**config.mk**
```make
export PLATFORM = sky130hd
export DESIGN_NAME = corelet_feeder
export DESIGN_NICKNAME = d
export VERILOG_FILES = /design/src/rtl/corelet_feeder_pkg.sv /design/src/rtl/corelet_feeder_rr_arb4.sv /design/src/rtl/corelet_feeder.sv
export SDC_FILE = /design/constraint.sdc
export NUM_CORES = 1
export LEC_CHECK = 0
export CAP_MARGIN = 40
export CORE_MARGIN = 1
export CORE_UTILIZATION = 40
export CTS_CLUSTER_DIAMETER = 150
export DETAILED_ROUTE_END_ITERATION = 7
export PLACE_DENSITY = 0.71
export SETUP_SLACK_MARGIN = 0.5
export SYNTH_ARGS = -nofsm -noshare
export SYNTH_HDL_FRONTEND = slang
export SYNTH_SLANG_ARGS = --single-unit
```
**constraint.sdc**
```tcl
create_clock -name clk -period 3.4 [get_ports clk]
set_input_delay 0.68 -clock clk [delete_from_list [all_inputs] [get_ports clk]]
set_output_delay 0.68 -clock clk [all_outputs]
set_load 0.005 [all_outputs]
```
**src/rtl/corelet_feeder_pkg.sv**
```systemverilog
// corelet_feeder_pkg: FSM states, inst_corelet field layout and beat constants
// shared by the corelet feeder and its arbiter.
package corelet_feeder_pkg;

    typedef enum logic [2:0] {S_IDLE, S_RD, S_CAP, S_BEAT, S_ACK} state_t;

    localparam int BEAT_VALID     = 0;
    localparam int LANE_LSB       = 1;
    localparam int LAST           = 3;
    localparam int LANE_W         = 2;
    localparam int BEATS_PER_WORD = 4;

    function automatic logic [15:0] make_inst(input logic last, input logic [LANE_W-1:0] lane);
        logic [15:0] v;
        v                     = '0;
        v[BEAT_VALID]         = 1'b1;
        v[LANE_LSB +: LANE_W] = lane;
        v[LAST]               = last;
        return v;
    endfunction

endpackage

```
**src/rtl/corelet_feeder_rr_arb4.sv**
```systemverilog
// rr_arb4: 4-way round-robin arbiter; priority starts at the lane after last_served.
module rr_arb4
    import corelet_feeder_pkg::*;
(
    input  logic [3:0]        i_req,
    input  logic [LANE_W-1:0] i_last_served,
    output logic [3:0]        o_grant,
    output logic [LANE_W-1:0] o_lane,
    output logic              o_valid
);

    // Scan from farthest to nearest so the nearest requester wins.
    always_comb begin
        o_lane  = '0;
        o_valid = 1'b0;
        for (int k = 4; k >= 1; k--) begin
            if (i_req[i_last_served + LANE_W'(k)]) begin
                o_lane  = i_last_served + LANE_W'(k);
                o_valid = 1'b1;
            end
        end
        o_grant = o_valid ? 4'b0001 << o_lane : 4'b0000;
    end

endmodule

```
**src/rtl/corelet_feeder.sv**
```systemverilog
// corelet_feeder: serves 4 corelet lanes, streaming LEN_NIJ SRAM words per burst as 32-bit beats.
// Define CORELET_FEEDER_PREFETCH_EN to overlap the next word's read with the current word's beats.
module corelet_feeder
    import corelet_feeder_pkg::*;
#(
    parameter int LEN_NIJ  = 16,
    parameter int ADDR_W   = 11,
    parameter int NUM_LANE = 4
) (
    input  logic                clk,
    input  logic                reset,
    input  logic [NUM_LANE-1:0] req,
    output logic [NUM_LANE-1:0] ack,
    output logic [31:0]         in_corelet,
    output logic [15:0]         inst_corelet,
    output logic                mem_cen,
    output logic                mem_wen,
    output logic [ADDR_W-1:0]   mem_a,
    input  logic [127:0]        mem_q,
    output logic                busy
);

`ifdef CORELET_FEEDER_PREFETCH_EN
    localparam logic PREFETCH = 1'b1;
`else
    localparam logic PREFETCH = 1'b0;
`endif
    localparam int CNT_W  = (LEN_NIJ > 1) ? $clog2(LEN_NIJ) : 1;
    localparam int BEAT_W = $clog2(BEATS_PER_WORD);

    state_t              r_state, w_next;
    logic [LANE_W-1:0]   r_lane, r_last_served, w_gnt_lane;
    logic [NUM_LANE-1:0] r_gnt, w_gnt;
    logic                w_gnt_valid;
    logic [CNT_W-1:0]    r_word_cnt;
    logic [BEAT_W-1:0]   r_beat_cnt;
    logic [127:0]        r_shift;
    logic [ADDR_W-1:0]   r_ptr [NUM_LANE];
    logic                w_last_word, w_beat3, w_pf_rd, w_rd;

    rr_arb4 u_arb (
        .i_req        (req),
        .i_last_served(r_last_served),
        .o_grant      (w_gnt),
        .o_lane       (w_gnt_lane),
        .o_valid      (w_gnt_valid)
    );

    assign w_last_word = r_word_cnt == CNT_W'(LEN_NIJ - 1);
    assign w_beat3     = r_beat_cnt == BEAT_W'(BEATS_PER_WORD - 1);
    // Prefetch reads word n+1 on beat 1; the SRAM holds q until the beat-3 capture.
    assign w_pf_rd     = PREFETCH && r_state == S_BEAT && r_beat_cnt == BEAT_W'(1) && !w_last_word;
    assign w_rd        = r_state == S_RD || w_pf_rd;
    assign mem_cen     = !w_rd;
    assign mem_wen     = 1'b1;
    assign mem_a       = w_rd ? r_ptr[r_lane] + ADDR_W'(r_word_cnt) + ADDR_W'(w_pf_rd) : '0;
    assign ack         = r_state == S_ACK ? r_gnt : '0;
    assign busy        = r_state != S_IDLE;

    always_comb begin
        w_next = r_state;
        case (r_state)
            S_IDLE:  w_next = w_gnt_valid ? S_RD : S_IDLE;
            S_RD:    w_next = S_CAP;
            S_CAP:   w_next = S_BEAT;
            S_BEAT:  w_next = !w_beat3 ? S_BEAT : w_last_word ? S_ACK : PREFETCH ? S_BEAT : S_RD;
            S_ACK:   w_next = S_IDLE;
            default: w_next = S_IDLE;
        endcase
    end

    always_ff @(posedge clk or negedge reset) begin
        if (!reset) r_state <= S_IDLE;
        else r_state <= w_next;
    end

    always_ff @(posedge clk or negedge reset) begin
        if (!reset) begin
            r_lane        <= '0;
            r_gnt         <= '0;
            r_last_served <= LANE_W'(NUM_LANE - 1);
            r_word_cnt    <= '0;
            r_beat_cnt    <= '0;
            r_shift       <= '0;
            in_corelet    <= '0;
            inst_corelet  <= '0;
            for (int i = 0; i < NUM_LANE; i++) r_ptr[i] <= ADDR_W'(i * LEN_NIJ);
        end else begin
            inst_corelet <= r_state == S_BEAT ? make_inst(w_beat3 && w_last_word, r_lane) : '0;
            if (r_state == S_BEAT) in_corelet <= r_shift[31:0];
            if (r_state == S_IDLE && w_gnt_valid) begin
                r_lane     <= w_gnt_lane;
                r_gnt      <= w_gnt;
                r_word_cnt <= '0;
            end
            if (r_state == S_CAP) begin
                r_shift    <= mem_q;
                r_beat_cnt <= '0;
            end
            if (r_state == S_BEAT) begin
                r_shift    <= (PREFETCH && w_beat3) ? mem_q : r_shift >> 32;
                r_beat_cnt <= r_beat_cnt + BEAT_W'(1);
                if (w_beat3 && !w_last_word) r_word_cnt <= r_word_cnt + CNT_W'(1);
            end
            if (r_state == S_ACK) begin
                r_ptr[r_lane] <= r_ptr[r_lane] + ADDR_W'(BEATS_PER_WORD * LEN_NIJ);
                r_last_served <= r_lane;
            end
        end
    end

endmodule

```
==> out/qor.csv, run 1 <==
metric;value;unit
status;finished with violations;
violations;negative setup slack;
clock-sinks;224;
die_area;25600;sq um
fin_crit_sh;106;%
max_freq;0.277;GHz
start_util;40.9;%
path_clk_slew;0.06;ns
grt_antenna_before_repair;2;
clk_latency;0.52;ns
final_cell_mix;216 x dfrtp_1, 184 x nand2_1, 175 x clkdlybuf4s50_1, 105 x o21ai_0, 99 x mux2i_1;
worstReg2RegStart;r_state[0];
endpoint_kind;output pin;
fin_ws;-0.208;ns
async_flop_share;100;%
seq_area;5620;sq um
cts_max_level;1;
arrival;2.93;ns
vias;6937;
layout_commonest_cell;dfrtp_1;
cp_max_fo;4;
path_class;reg2out;
drive_above_1_share;16.0;%
setup_viol;7;
clockRootBuffer;clkbuf_16;
p_leak;6.43;nW
period_needed;3.61;ns
hold_class;in2async;
synthCells;899;
drv_slew;0;
synth_edf_count;0;
tns;-1.15;ns
rrSetupSlack;1.16;ns
synth-seq-area-share;56.3;%
grt_max_degree;121;
clock_path_buffers;3;
startpoint;r_lane[0];
dp_hpwl;15600;microns
via_per_inst;4.88;
stdcell_area;13300;sq um
area_growth;33.0;%
max-cap-violations;0;
syn_area;9970;sq um
ant_nets;0;
ys_types;50;
peakVddDrop;0.378;mV
placed_cell_area;12200;sq um
layout.cells.non_filler;1421;
grt_pass1_vias;7065;
cp.required;2.72;ns
grt_first_pass_wirelength;37000;microns
multi_input_area;4120;sq um
num_rows;57;
max_slew_margin;41.7;%
grtUsageTotal;18.0;%
tightest_slew;0.874;ns
r2r_cells;4;
gp_congestion;0.838;
tritoncts;yes;
fillers;2129;
dp.cells;1359;
synth-seq-cells;224;
syn_avg_cell_area;11.1;sq um
ys.flop_type;dfrtp_1;
hold_viol;0;
drc;0;
grt_overflow;0;
dr.first_iter.drc_count;341;
wirelength;22900;microns
place_ws;-0.124;ns
drt_first_pass_iters;5;
yosysWarnings;0;
drt-wirelength-per-cell;16.1;microns
die_w;160;microns
core-area;24400;sq um
fin_hold_ws;0.118;ns
fin_skew;0.0205;ns
power.density;722;nW/um^2
grt_setup_unrepaired;yes;
die_h;160;microns
port_buffers;186;
final_nets;1217;
r2r_end;r_shift[42];
utilization;54.4;%
startpoint_type;flip-flop;
num_io_pins;200;
power;9.58;mW
cts_buffers;26;
critical path, cell delays in order, from the launching register on:
cell	delay (ns)
dfrtp_2	0.43
buf_6	0.12
mux4_2	0.52
ha_4	0.30
a21o_1	0.16
a21oi_4	0.07
buf_6	0.12
or4_4	0.41
a21oi_2	0.16
buf_2	0.12
metal layers:
| layer | share of wire, % | track usage [%] |
|---|---|---|
| met5 | 0 | 0 |
| met4 | 1.9 | 4.46 |
| met3 | 4.5 | 2.57 |
| met2 | 48 | 30.1 |
| met1 | 45 | 24.8 |
kinds of logic after synthesis:
group	share of synthesized area, %
XOR/XNOR	1.41
flip-flops	56.3
multiplexers	16.9
AO/OA/AOI/OAI	7.43
other	0.0753
AND/OR/NAND/NOR	12.5
buffers and inverters	4.34
adder cells (fa/ha/maj)	1.08
flip-flops by register name (all words and copies together), names as in the netlist:
signal         flops
r_state            2
r_word_cnt         4
in_corelet        32
r_beat_cnt         2
r_gnt              4
inst_corelet       4
r_ptr             44
r_last_served      2
r_lane             2
r_shift          128
cells in the mapped netlist (7+ instances only):
cell type | number | area [sq um]
nand2_1 | 185 | 694
buf_2 | 10 | 50.1
mux2i_1 | 99 | 991
buf_4 | 14 | 105
nor2_1 | 11 | 41.3
a21oi_1 | 12 | 60.1
clkbuf_1 | 59 | 221
nand3b_1 | 33 | 248
o21ai_0 | 107 | 536
dfrtp_1 | 218 | 5460
ha_1 | 7 | 87.6
mux2_2 | 38 | 428
mux4_2 | 7 | 158
and2_1 | 7 | 43.8
xnor2_1 | 9 | 78.8
xor2_1 | 7 | 61.3
worst max-delay path by stage:
stage	end	slack, ns	cells past startpoint
6_report	mem_a[8]	-0.21	9
5_1_grt	mem_a[9]	-0.31	10
4_1_cts	mem_a[7]	-0.24	8
3_5_place_dp	mem_a[8]	-0.12	8
3_3_place_gp	mem_a[9]	-0.09	7
2_1_floorplan	mem_a[9]	0.37	8
report_power, final:
part | switching (mW) | internal [mW] | leakage [nW]
combinational | 1.46 | 1.44 | 3.04
clock | 1.08 | 1.72 | 0.433
sequential | 0.447 | 3.43 | 2.96
final cells by class:
cell class | instances | share of cell area (%)
well taps | 324 | 3.06
inverters | 6 | 0.170
repair buffers | 227 | 16.7
clock inverters | 9 | 0.849
clock buffers | 39 | 5.80
multi-input cells | 590 | 31.0
flip-flops and latches | 224 | 42.4
diodes | 2 | 0.0377
what timing repair did:
item	4_1_cts	5_1_grt
pin swaps	17	14
setup buffers	5	7
gates resized for setup	56	6
gates cloned	0	0
hold buffers	0	0
endpoints found under the setup margin	12	14
Note: power is estimated with default switching activity, not from simulation.
==> run 2: changes to the inputs <==
- CAP_MARGIN: 40 -> 20
==> out/qor.csv, run 2 (synthesis results as in run 1) <==
metric;value;unit
hold_viol;0;
tightest_slew;1.10;ns
met2_wirelength;10800;microns
tritoncts;yes;
comb_power_share;30.4;%
num_rows;57;
clock_path_buffers;3;
grt_pass1_vias;6987;
wirelength;22500;microns
cp_max_fo;3;
final_cell_mix;216 x dfrtp_1, 184 x nand2_1, 174 x clkdlybuf4s50_1, 105 x o21ai_0, 99 x mux2i_1;
fillers;2131;
p_leak;6.39;nW
path_clk_slew;0.06;ns
status;finished with violations;
seq_area;5620;sq um
largest_register_ffs;128;
hold_class;in2async;
p_clk_share;29.3;%
period_needed;3.60;ns
reg.largest.list;r_shift (128), r_ptr (44), in_corelet (32);
port_buffers;186;
max-cap-violations;0;
die_w;160;microns
grt_first_pass_wirelength;36800;microns
path_class;reg2out;
dp_hpwl;15500;microns
layout_commonest_cell;dfrtp_1;
num_io_pins;200;
top_register;r_shift;
ant_nets;0;
utilization;54.1;%
layout.cells.non_filler;1416;
wl_met1;10400;microns
grtUsageTotal;17.9;%
core-area;24400;sq um
setup_viol;7;
max_freq;0.278;GHz
cts_max_level;1;
dp.cells;1358;
p_switching;2.96;mW
start_util;40.9;%
power.density;725;nW/um^2
grt_antenna_before_repair;3;
die_h;160;microns
drt-wirelength-per-cell;15.9;microns
fin_ws;-0.199;ns
endpoint_kind;output pin;
vias;6893;
drive_above_1_share;15.8;%
dr.first_iter.drc_count;336;
grt_setup_unrepaired;yes;
cp.required;2.72;ns
violations;negative setup slack;
top_layer;met4;
drc;0;
fin_crit_sh;106;%
tns;-1.06;ns
final_nets;1213;
clockRootBuffer;clkbuf_16;
power.internal;6.62;mW
max_slew_margin;26.5;%
drv_slew;0;
grt_overflow;0;
fin_skew;0.0184;ns
multi_input_area;4120;sq um
wl_met3;1010;microns
switching_share;30.9;%
drt_first_pass_iters;4;
startpoint_type;flip-flop;
area_growth;32.4;%
clock-sinks;224;
gp_congestion;0.838;
grt_max_degree;121;
cts_buffers;25;
p_seq_share;40.4;%
peakVddDrop;0.388;mV
via_per_inst;4.87;
arrival;2.92;ns
clk_latency;0.51;ns
die_area;25600;sq um
## run 2: cell types whose count changed in the layout (fill, tap and decap cells not counted), moves of 2 or more
cell,previous run,this run
clkinv_2,4,2
clkbuf_2,0,2
bufinv_16,2,4
buf_4,29,27
clkbuf_8,7,4
clkinvlp_4,1,3
## run 2: worst max-delay path: stages, from the launching register on
cell     delay, ns
dfrtp_2       0.41
buf_6         0.12
mux4_2        0.55
ha_4          0.31
a21oi_4       0.06
o21a_1        0.20
or4_4         0.52
a21oi_2       0.14
buf_2         0.12
## run 2: routing by layer
metal / vias to the layer above / GRT usage, %
li1: 3396 / -
met1: 3334 / 24.7
met2: 137 / 29.4
met3: 26 / 2.91
met4: 0 / 4.85
met5: - / 0
## run 2: final timing paths
check	start	to	slack, ns	depth (start not counted)
setup / recovery	r_lane[0]	mem_a[9]	-0.20	8
max in group asynchronous	reset	r_ptr[16]	2.42	2
setup reg to reg	r_state[0]	r_shift[42]	0.68	4
min in group clk	r_ptr[5]	r_ptr[5]	0.37	0
hold reg to reg	r_ptr[5]	r_ptr[5]	0.37	0
hold / removal	reset	r_word_cnt[2]	0.12	1
## run 2: what timing repair did
action,in CTS,in global routing
pin swaps,19,20
buffers inserted,7,3
resized for setup,54,14
setup endpoints to repair,12,15
hold buffers,0,0
## run 2: layout make-up
cell class / count / area share (%)
sequential: 224 / 42.5
multi-input combinational: 590 / 31.2
timing repair buffer: 224 / 16.4
clock buffer: 35 / 5.33
tap: 324 / 3.07
clock inverter: 10 / 1.22
inverter: 6 / 0.171
antenna: 3 / 0.0569
## run 2: per-stage QoR
step	hold WS (ns)	setup WS (ns)	cell area [sq um]	total power, mW
floorplan	0.384	0.370	10100	5.75
global placement	0.355	-0.0883	12200	6.69
detailed placement	0.358	-0.116	12200	6.80
CTS	0.121	-0.210	13100	9.69
global route	0.133	-0.311	13200	10.2
finish	0.119	-0.199	13200	9.58
## run 2: power by group through the flow
| stage | Combinational, mW | Clock [mW] | Sequential [mW] |
|---|---|---|---|
| after global placement | 2.80 | 0 | 3.89 |
| after detailed placement | 2.87 | 0 | 3.93 |
| after global routing | 3.24 | 2.99 | 3.98 |
| after CTS | 2.94 | 2.88 | 3.87 |
| after floorplan | 1.97 | 0 | 3.78 |
| final | 2.91 | 2.80 | 3.87 |
